<file path="config.mk">
export PLATFORM = sky130hd
export DESIGN_NAME = disparity_window_feeder_flat
export DESIGN_NICKNAME = d
export VERILOG_FILES = /design/src/rtl/disparity_window_feeder_if.sv /design/src/rtl/disparity_window_feeder.sv /design/src/flat_wrapper.sv
export SDC_FILE = /design/constraint.sdc
export NUM_CORES = 1
export LEC_CHECK = 0
export ABC_CLOCK_PERIOD_IN_PS = 7100
export CORE_MARGIN = 5
export CORE_UTILIZATION = 30
export DETAILED_ROUTE_END_ITERATION = 8
export PLACE_DENSITY = 0.6
export SLEW_MARGIN = 5
export SYNTH_ARGS = -nofsm -noshare
export SYNTH_HDL_FRONTEND = slang
export SYNTH_SLANG_ARGS = --single-unit
</file>
<file path="constraint.sdc">
create_clock -name clk -period 7.1 [get_ports clk]
set_input_delay 1.065 -clock clk [delete_from_list [all_inputs] [get_ports clk]]
set_output_delay 1.065 -clock clk [all_outputs]
set_load 0.05 [all_outputs]
</file>
<file path="src/rtl/disparity_window_feeder_if.sv">
// Bundle between the disparity window feeder and its row memories / calc unit.
// master = feeder side, slave = memory + correlation calc side.
interface disparity_window_feeder_if;
   logic        go;
   logic [7:0]  base_place;
   logic [7:0]  f_addr;
   logic [2:0]  f_rd;
   logic [7:0]  g_addr;
   logic [2:0]  g_rd;
   logic [7:0]  startplace;
   logic        startsig;
   logic        work;
   logic        valid;
   logic [2:0]  fdata;
   logic [2:0]  gdata;
   logic        change;
   logic        finalstart;
   logic [10:0] fsum;
   logic [13:0] f2sum;
   logic        busy;
   logic        done;

   modport master (
      input  go, base_place, f_rd, g_rd,
      output f_addr, g_addr, startplace, startsig, work, valid, fdata, gdata,
             change, finalstart, fsum, f2sum, busy, done
   );

   modport slave (
      output go, base_place, f_rd, g_rd,
      input  f_addr, g_addr, startplace, startsig, work, valid, fdata, gdata,
             change, finalstart, fsum, f2sum, busy, done
   );
endinterface

</file>
<file path="src/rtl/disparity_window_feeder.sv">
// Sequencer feeding reference/candidate pixel pairs to the stereo correlation calc unit.
//
// state  | meaning
// IDLE   | waiting for go; base latched and sums cleared on accept
// PRE    | WIN+1 cycles: read reference window, accumulate fsum/f2sum
// START  | 1 cycle: startsig, startplace = B + d
// STREAM | WIN+1 cycles: issue addresses 0..WIN-1, pixels valid on 1..WIN
// CHANGE | 1 cycle: change pulse, finalstart on the last candidate
// DONE   | 1 cycle: done pulse, back to IDLE
module disparity_window_feeder #(
   parameter int WIN   = 8,
   parameter int NCAND = 16
) (
   input  logic                       clk,
   input  logic                       rst_n,
   disparity_window_feeder_if.master  bus
);

   localparam int            IW    = $clog2(WIN + 1);
   localparam logic [IW-1:0] I_END = IW'(WIN);
   localparam logic [7:0]    D_END = 8'(NCAND - 1);

   typedef enum logic [2:0] {
      S_IDLE,
      S_PRE,
      S_START,
      S_STREAM,
      S_CHANGE,
      S_DONE
   } state_t;

   state_t        state, state_nxt;
   logic [7:0]    b;
   logic [7:0]    d;
   logic [IW-1:0] i;
   logic [7:0]    i8;
   logic [7:0]    startplace_q;
   logic [10:0]   fsum_q;
   logic [13:0]   f2sum_q;
   logic [2:0]    fdata_q;
   logic [2:0]    gdata_q;
   logic [5:0]    f_sq;
   logic          last_i;
   logic          last_d;
   logic          valid_c;
   logic          startsig_c;
   logic          work_c;
   logic          change_c;
   logic          busy_c;
   logic          done_c;

   assign i8     = 8'(i);
   assign last_i = (i == I_END);
   assign last_d = (d == D_END);
   assign f_sq   = 6'(bus.f_rd) * 6'(bus.f_rd);

   always_ff @(posedge clk or negedge rst_n) begin
      if (!rst_n) state <= S_IDLE;
      else        state <= state_nxt;
   end

   always_comb begin
      state_nxt  = state;
      valid_c    = 1'b0;
      startsig_c = 1'b0;
      work_c     = 1'b0;
      change_c   = 1'b0;
      busy_c     = 1'b1;
      done_c     = 1'b0;
      case (state)
         S_IDLE: begin
            busy_c = 1'b0;
            if (bus.go) state_nxt = S_PRE;
         end
         S_PRE: begin
            if (last_i) state_nxt = S_START;
         end
         S_START: begin
            startsig_c = 1'b1;
            work_c     = 1'b1;
            state_nxt  = S_STREAM;
         end
         S_STREAM: begin
            work_c  = 1'b1;
            valid_c = (i != '0);
            if (last_i) state_nxt = S_CHANGE;
         end
         S_CHANGE: begin
            work_c    = 1'b1;
            change_c  = 1'b1;
            state_nxt = last_d ? S_DONE : S_START;
         end
         S_DONE: begin
            done_c    = 1'b1;
            state_nxt = S_IDLE;
         end
         default: state_nxt = S_IDLE;
      endcase
   end

   always_ff @(posedge clk or negedge rst_n) begin
      if (!rst_n) begin
         b            <= '0;
         d            <= '0;
         i            <= '0;
         startplace_q <= '0;
         fsum_q       <= '0;
         f2sum_q      <= '0;
         fdata_q      <= '0;
         gdata_q      <= '0;
      end else begin
         case (state)
            S_IDLE: begin
               if (bus.go) begin
                  b       <= bus.base_place;
                  d       <= '0;
                  i       <= '0;
                  fsum_q  <= '0;
                  f2sum_q <= '0;
               end
            end
            S_PRE: begin
               // read data lags the address by one cycle, so index 0 has nothing to add yet
               if (i != '0) begin
                  fsum_q  <= fsum_q + 11'(bus.f_rd);
                  f2sum_q <= f2sum_q + 14'(f_sq);
               end
               if (last_i) begin
                  i            <= '0;
                  startplace_q <= b;
               end else begin
                  i <= i + IW'(1);
               end
            end
            S_START: i <= '0;
            S_STREAM: begin
               if (valid_c) begin
                  fdata_q <= bus.f_rd;
                  gdata_q <= bus.g_rd;
               end
               i <= last_i ? '0 : i + IW'(1);
            end
            S_CHANGE: begin
               if (!last_d) begin
                  d            <= d + 8'd1;
                  startplace_q <= b + d + 8'd1;
               end
            end
            default: ;
         endcase
      end
   end

   assign bus.f_addr     = b + i8;
   assign bus.g_addr     = b + d + i8;
   assign bus.startplace = startplace_q;
   assign bus.startsig   = startsig_c;
   assign bus.work       = work_c;
   assign bus.valid      = valid_c;
   // pass live memory data on valid cycles so pairs line up with valid; hold otherwise
   assign bus.fdata      = valid_c ? bus.f_rd : fdata_q;
   assign bus.gdata      = valid_c ? bus.g_rd : gdata_q;
   assign bus.change     = change_c;
   assign bus.finalstart = change_c & last_d;
   assign bus.fsum       = fsum_q;
   assign bus.f2sum      = f2sum_q;
   assign bus.busy       = busy_c;
   assign bus.done       = done_c;

endmodule

</file>
<file path="src/flat_wrapper.sv">
// flat-port wrapper written by rule: the top's interface ports become plain ports
module disparity_window_feeder_flat 
#(
   parameter int WIN   = 8,
   parameter int NCAND = 16
)
  (clk, rst_n, bus_go, bus_base_place, bus_f_rd, bus_g_rd, bus_f_addr, bus_g_addr, bus_startplace, bus_startsig, bus_work, bus_valid, bus_fdata, bus_gdata, bus_change, bus_finalstart, bus_fsum, bus_f2sum, bus_busy, bus_done);
  disparity_window_feeder_if bus_i ();
  input  logic clk;
  input  logic rst_n;
  input wire logic [$bits(bus_i.go)-1:0] bus_go;
  input wire logic [$bits(bus_i.base_place)-1:0] bus_base_place;
  input wire logic [$bits(bus_i.f_rd)-1:0] bus_f_rd;
  input wire logic [$bits(bus_i.g_rd)-1:0] bus_g_rd;
  output wire logic [$bits(bus_i.f_addr)-1:0] bus_f_addr;
  output wire logic [$bits(bus_i.g_addr)-1:0] bus_g_addr;
  output wire logic [$bits(bus_i.startplace)-1:0] bus_startplace;
  output wire logic [$bits(bus_i.startsig)-1:0] bus_startsig;
  output wire logic [$bits(bus_i.work)-1:0] bus_work;
  output wire logic [$bits(bus_i.valid)-1:0] bus_valid;
  output wire logic [$bits(bus_i.fdata)-1:0] bus_fdata;
  output wire logic [$bits(bus_i.gdata)-1:0] bus_gdata;
  output wire logic [$bits(bus_i.change)-1:0] bus_change;
  output wire logic [$bits(bus_i.finalstart)-1:0] bus_finalstart;
  output wire logic [$bits(bus_i.fsum)-1:0] bus_fsum;
  output wire logic [$bits(bus_i.f2sum)-1:0] bus_f2sum;
  output wire logic [$bits(bus_i.busy)-1:0] bus_busy;
  output wire logic [$bits(bus_i.done)-1:0] bus_done;
  assign bus_i.go = bus_go;
  assign bus_i.base_place = bus_base_place;
  assign bus_i.f_rd = bus_f_rd;
  assign bus_i.g_rd = bus_g_rd;
  assign bus_f_addr = bus_i.f_addr;
  assign bus_g_addr = bus_i.g_addr;
  assign bus_startplace = bus_i.startplace;
  assign bus_startsig = bus_i.startsig;
  assign bus_work = bus_i.work;
  assign bus_valid = bus_i.valid;
  assign bus_fdata = bus_i.fdata;
  assign bus_gdata = bus_i.gdata;
  assign bus_change = bus_i.change;
  assign bus_finalstart = bus_i.finalstart;
  assign bus_fsum = bus_i.fsum;
  assign bus_f2sum = bus_i.f2sum;
  assign bus_busy = bus_i.busy;
  assign bus_done = bus_i.done;
  disparity_window_feeder #(.WIN(WIN), .NCAND(NCAND)) u_core (.clk(clk), .rst_n(rst_n), .bus(bus_i));
endmodule
</file>
==> impl_metrics.tcl <==
set metrics [dict create \
    synth_most_common_cell "dfrtp_1" \
    core_um2 13190 \
    worst_pin_slew_ns 1.035 \
    synth.cell_area_um2 4023 \
    grt_pass1_vias 3370 \
    seqCellArea_um2 1551 \
    min_from "u_core.bus.startplace[5]" \
    initial_utilization 0.3050 \
    pre_cts_slack_ns 2.620 \
    drt-pass1-iter-count 4 \
    fin_nets 540 \
    max_freq_ghz 0.2074 \
    syn_inst 409 \
    status "finished clean" \
    holdCritPathClass "register to register" \
    yosys.cell_types.count 59 \
    first_iter_violations 153 \
    cts.clk_slew.worst_paths_ns 0.06 \
    ios 79 \
    syn_to_final_growth_pct 31.76 \
    critPathRequiredTime_ns 6.03 \
    worst_clock_skew_ns 0.005088 \
    r2r_start "u_core.i[1]" \
    groute.usage.overall 0.1324 \
    layout_setup_ws_ns 2.278 \
    die_area_um2 15820 \
    ys_ff_latch 62 \
    port_buffers 78 \
    worstSetupStartpointType "register" \
    end_kind "output pin" \
    synth_edf_count 0 \
    worstPathArrival_ns 3.76 \
    syn_nets 461 \
    maxCapViolCount 0 \
    postSynth.asyncResetShare 1.000 \
    detail_route.vias_per_cell 4.937 \
    cts_tree "yes" \
    totalWireLength_um 10300 \
    root_buffer "clkbuf_16" \
    dr_total_vias 3303 \
    synth_top_area_cell "dfrtp_1" \
    tns_ns 0 \
    crit_start "u_core.d[0]" \
    ys_seq_area_frac 0.3857 \
    synth_top_area_share 0.3857 \
    grt_pass1_wl_um 17150 \
    die_h_um 125.8 \
    htree_levels 3 \
    finalSetupViolCount 0 \
    crit_type "register to output pin" \
    cts_buffer_depth 2 \
    fillCellCount 1274 \
    highest_layer "met4" \
    grt.overflow.total 0 \
    fp.dieW_um 125.8 \
    dr_wl_met3_um 358 \
    rsz0062_at_grt "false" \
    ctsHoldBuffers 0 \
    fin_crit_sh 0.6792 \
    num_rows 42 \
    synth.avg_cell_area_um2 9.835 \
    ant_nets 0 \
    antenna_found_initial 0 \
    post-cts-setup-buffers 0 \
    clk_latency_ns 0.33 \
    synthTopCellsByCount "dfrtp_1 (62), nor2_1 (45), ha_1 (31)" \
    wl_met2_um 4939 \
    cts_buffers 9 \
    cts_resized 0 \
    clock-sinks 62 \
    grt_max_degree 63 \
    synth_area_leaders "dfrtp_1 (39%), ha_1 (9.6%), mux2_2 (5.3%), xor2_1 (5.2%), xnor2_1 (5.0%)" \
    hold_viol 0 \
    max_slew_margin 0.3046 \
    gp_congestion 0.8794 \
    drc 0 \
    yosysWarnings 0 \
    wl_met1_um 4778 \
    drv_slew 0 \
    place_hpwl_um 7760 \
    layout-drive-gt1-share 0.09736 \
    multi_input_area_um2 2355 \
    routedWlPerCell_um 15.39 \
    crit_fanout 7 \
    period_needed_ns 4.823 \
    synth_flop_cell "dfrtp_1" \
    n_antenna_cell 0 \
]
==> layout make-up <==
cell class	count	area share
multi-input combinational	321	0.4443
clock buffer	9	0.04249
inverter	14	0.009915
tap	176	0.04155
clock inverter	7	0.01983
timing repair buffer	80	0.1492
sequential	62	0.2927
==> critical path, stage by stage (launching register included) <==
cell,delay (ns)
dfrtp_1,0.46
ha_1,0.27
fa_1,0.44
xor2_1,0.32
ha_1,0.33
a21oi_1,0.22
nor2b_1,0.08
o21a_1,0.20
and3_1,0.16
xor2_1,0.13
clkdlybuf4s50_1,0.83
==> cell families (layout without fill, tap and decap cells) <==
logic type / count (synthesis) / after routing / share of synthesized area
DFF: 62 / 62 / 0.3857
and+or+nand+nor: 137 / 137 / 0.1705
AOI/OAI and AO/OA: 82 / 82 / 0.1400
muxes: 20 / 20 / 0.05568
buffers and inverters: 26 / 110 / 0.02955
adders and majority gates: 35 / 35 / 0.1163
xor gates and xnor gates: 47 / 47 / 0.1023
==> registers in the layout, summed over array words and instances, names as in the netlist <==
name,cells
u_core.b,8
u_core.bus.f2sum,14
u_core.bus.fsum,11
u_core.bus.startplace,8
u_core.d,8
u_core.fdata_q,3
u_core.gdata_q,3
u_core.i,4
u_core.state,3
==> cells in the final DEF (no fill, tap or decap), drive strengths merged, types with 2 or more instances in the layout <==
cell | Yosys | final
clkinv | 1 | 2
nand2b | 4 | 4
dfrtp | 62 | 62
nor3b | 5 | 5
xor2 | 24 | 24
nor3 | 10 | 10
or3 | 3 | 3
nand3 | 15 | 15
a211oi | 4 | 4
nand4 | 3 | 3
xnor2 | 23 | 23
nand2 | 24 | 24
nor4b | 2 | 2
o21ai | 20 | 20
buf | 11 | 3
clkdlybuf4s50 | 0 | 77
and3 | 9 | 9
or4 | 3 | 3
clkbuf | 1 | 9
a21oi | 16 | 16
bufinv | 0 | 2
a22oi | 2 | 2
a2111oi | 3 | 3
o21a | 3 | 3
a21o | 11 | 11
mux2 | 19 | 19
nor2b | 6 | 6
inv | 13 | 16
o21bai | 2 | 2
a22o | 10 | 10
nor2 | 46 | 46
a31oi | 3 | 3
fa | 4 | 4
ha | 31 | 31
==> per-stage QoR <==
| stage | cells | area, um^2 | utilization | hold slack, ns |
|---|---|---|---|---|
| floorplan | 409 | 4023 | - | 0.4767 |
| global placement | 653 | 4970 | 0.3768 | 0.4658 |
| detailed placement | 653 | 4970 | 0.3768 | 0.4694 |
| CTS | 669 | 5300 | 0.4018 | 0.4833 |
| global route | 669 | 5300 | 0.4018 | 0.5112 |
| finish | 669 | 5300 | 0.4018 | 0.4809 |
==> layer usage <==
metal,track usage,up-vias
met5,0,-
met4,0.05426,0
met3,0.03091,15
met2,0.2140,64
met1,0.1712,1605
li1,-,1619
==> final timing paths <==
check                                      endpoint  slack, ns  cells after the start
min reg2reg                u_core.bus.startplace[5]       0.48                      2
min                        u_core.bus.startplace[5]       0.48                      2
max                                   bus_g_addr[7]       2.28                     10
max reg2reg                      u_core.bus.fsum[5]       4.38                      8
max in group asynchronous  u_core.bus.startplace[4]       5.66                      2
min in group asynchronous      u_core.bus.f2sum[12]       0.89                      2
Power is not shown: default switching activity piles up to over one toggle a cycle in this logic, so the estimate is an artifact.
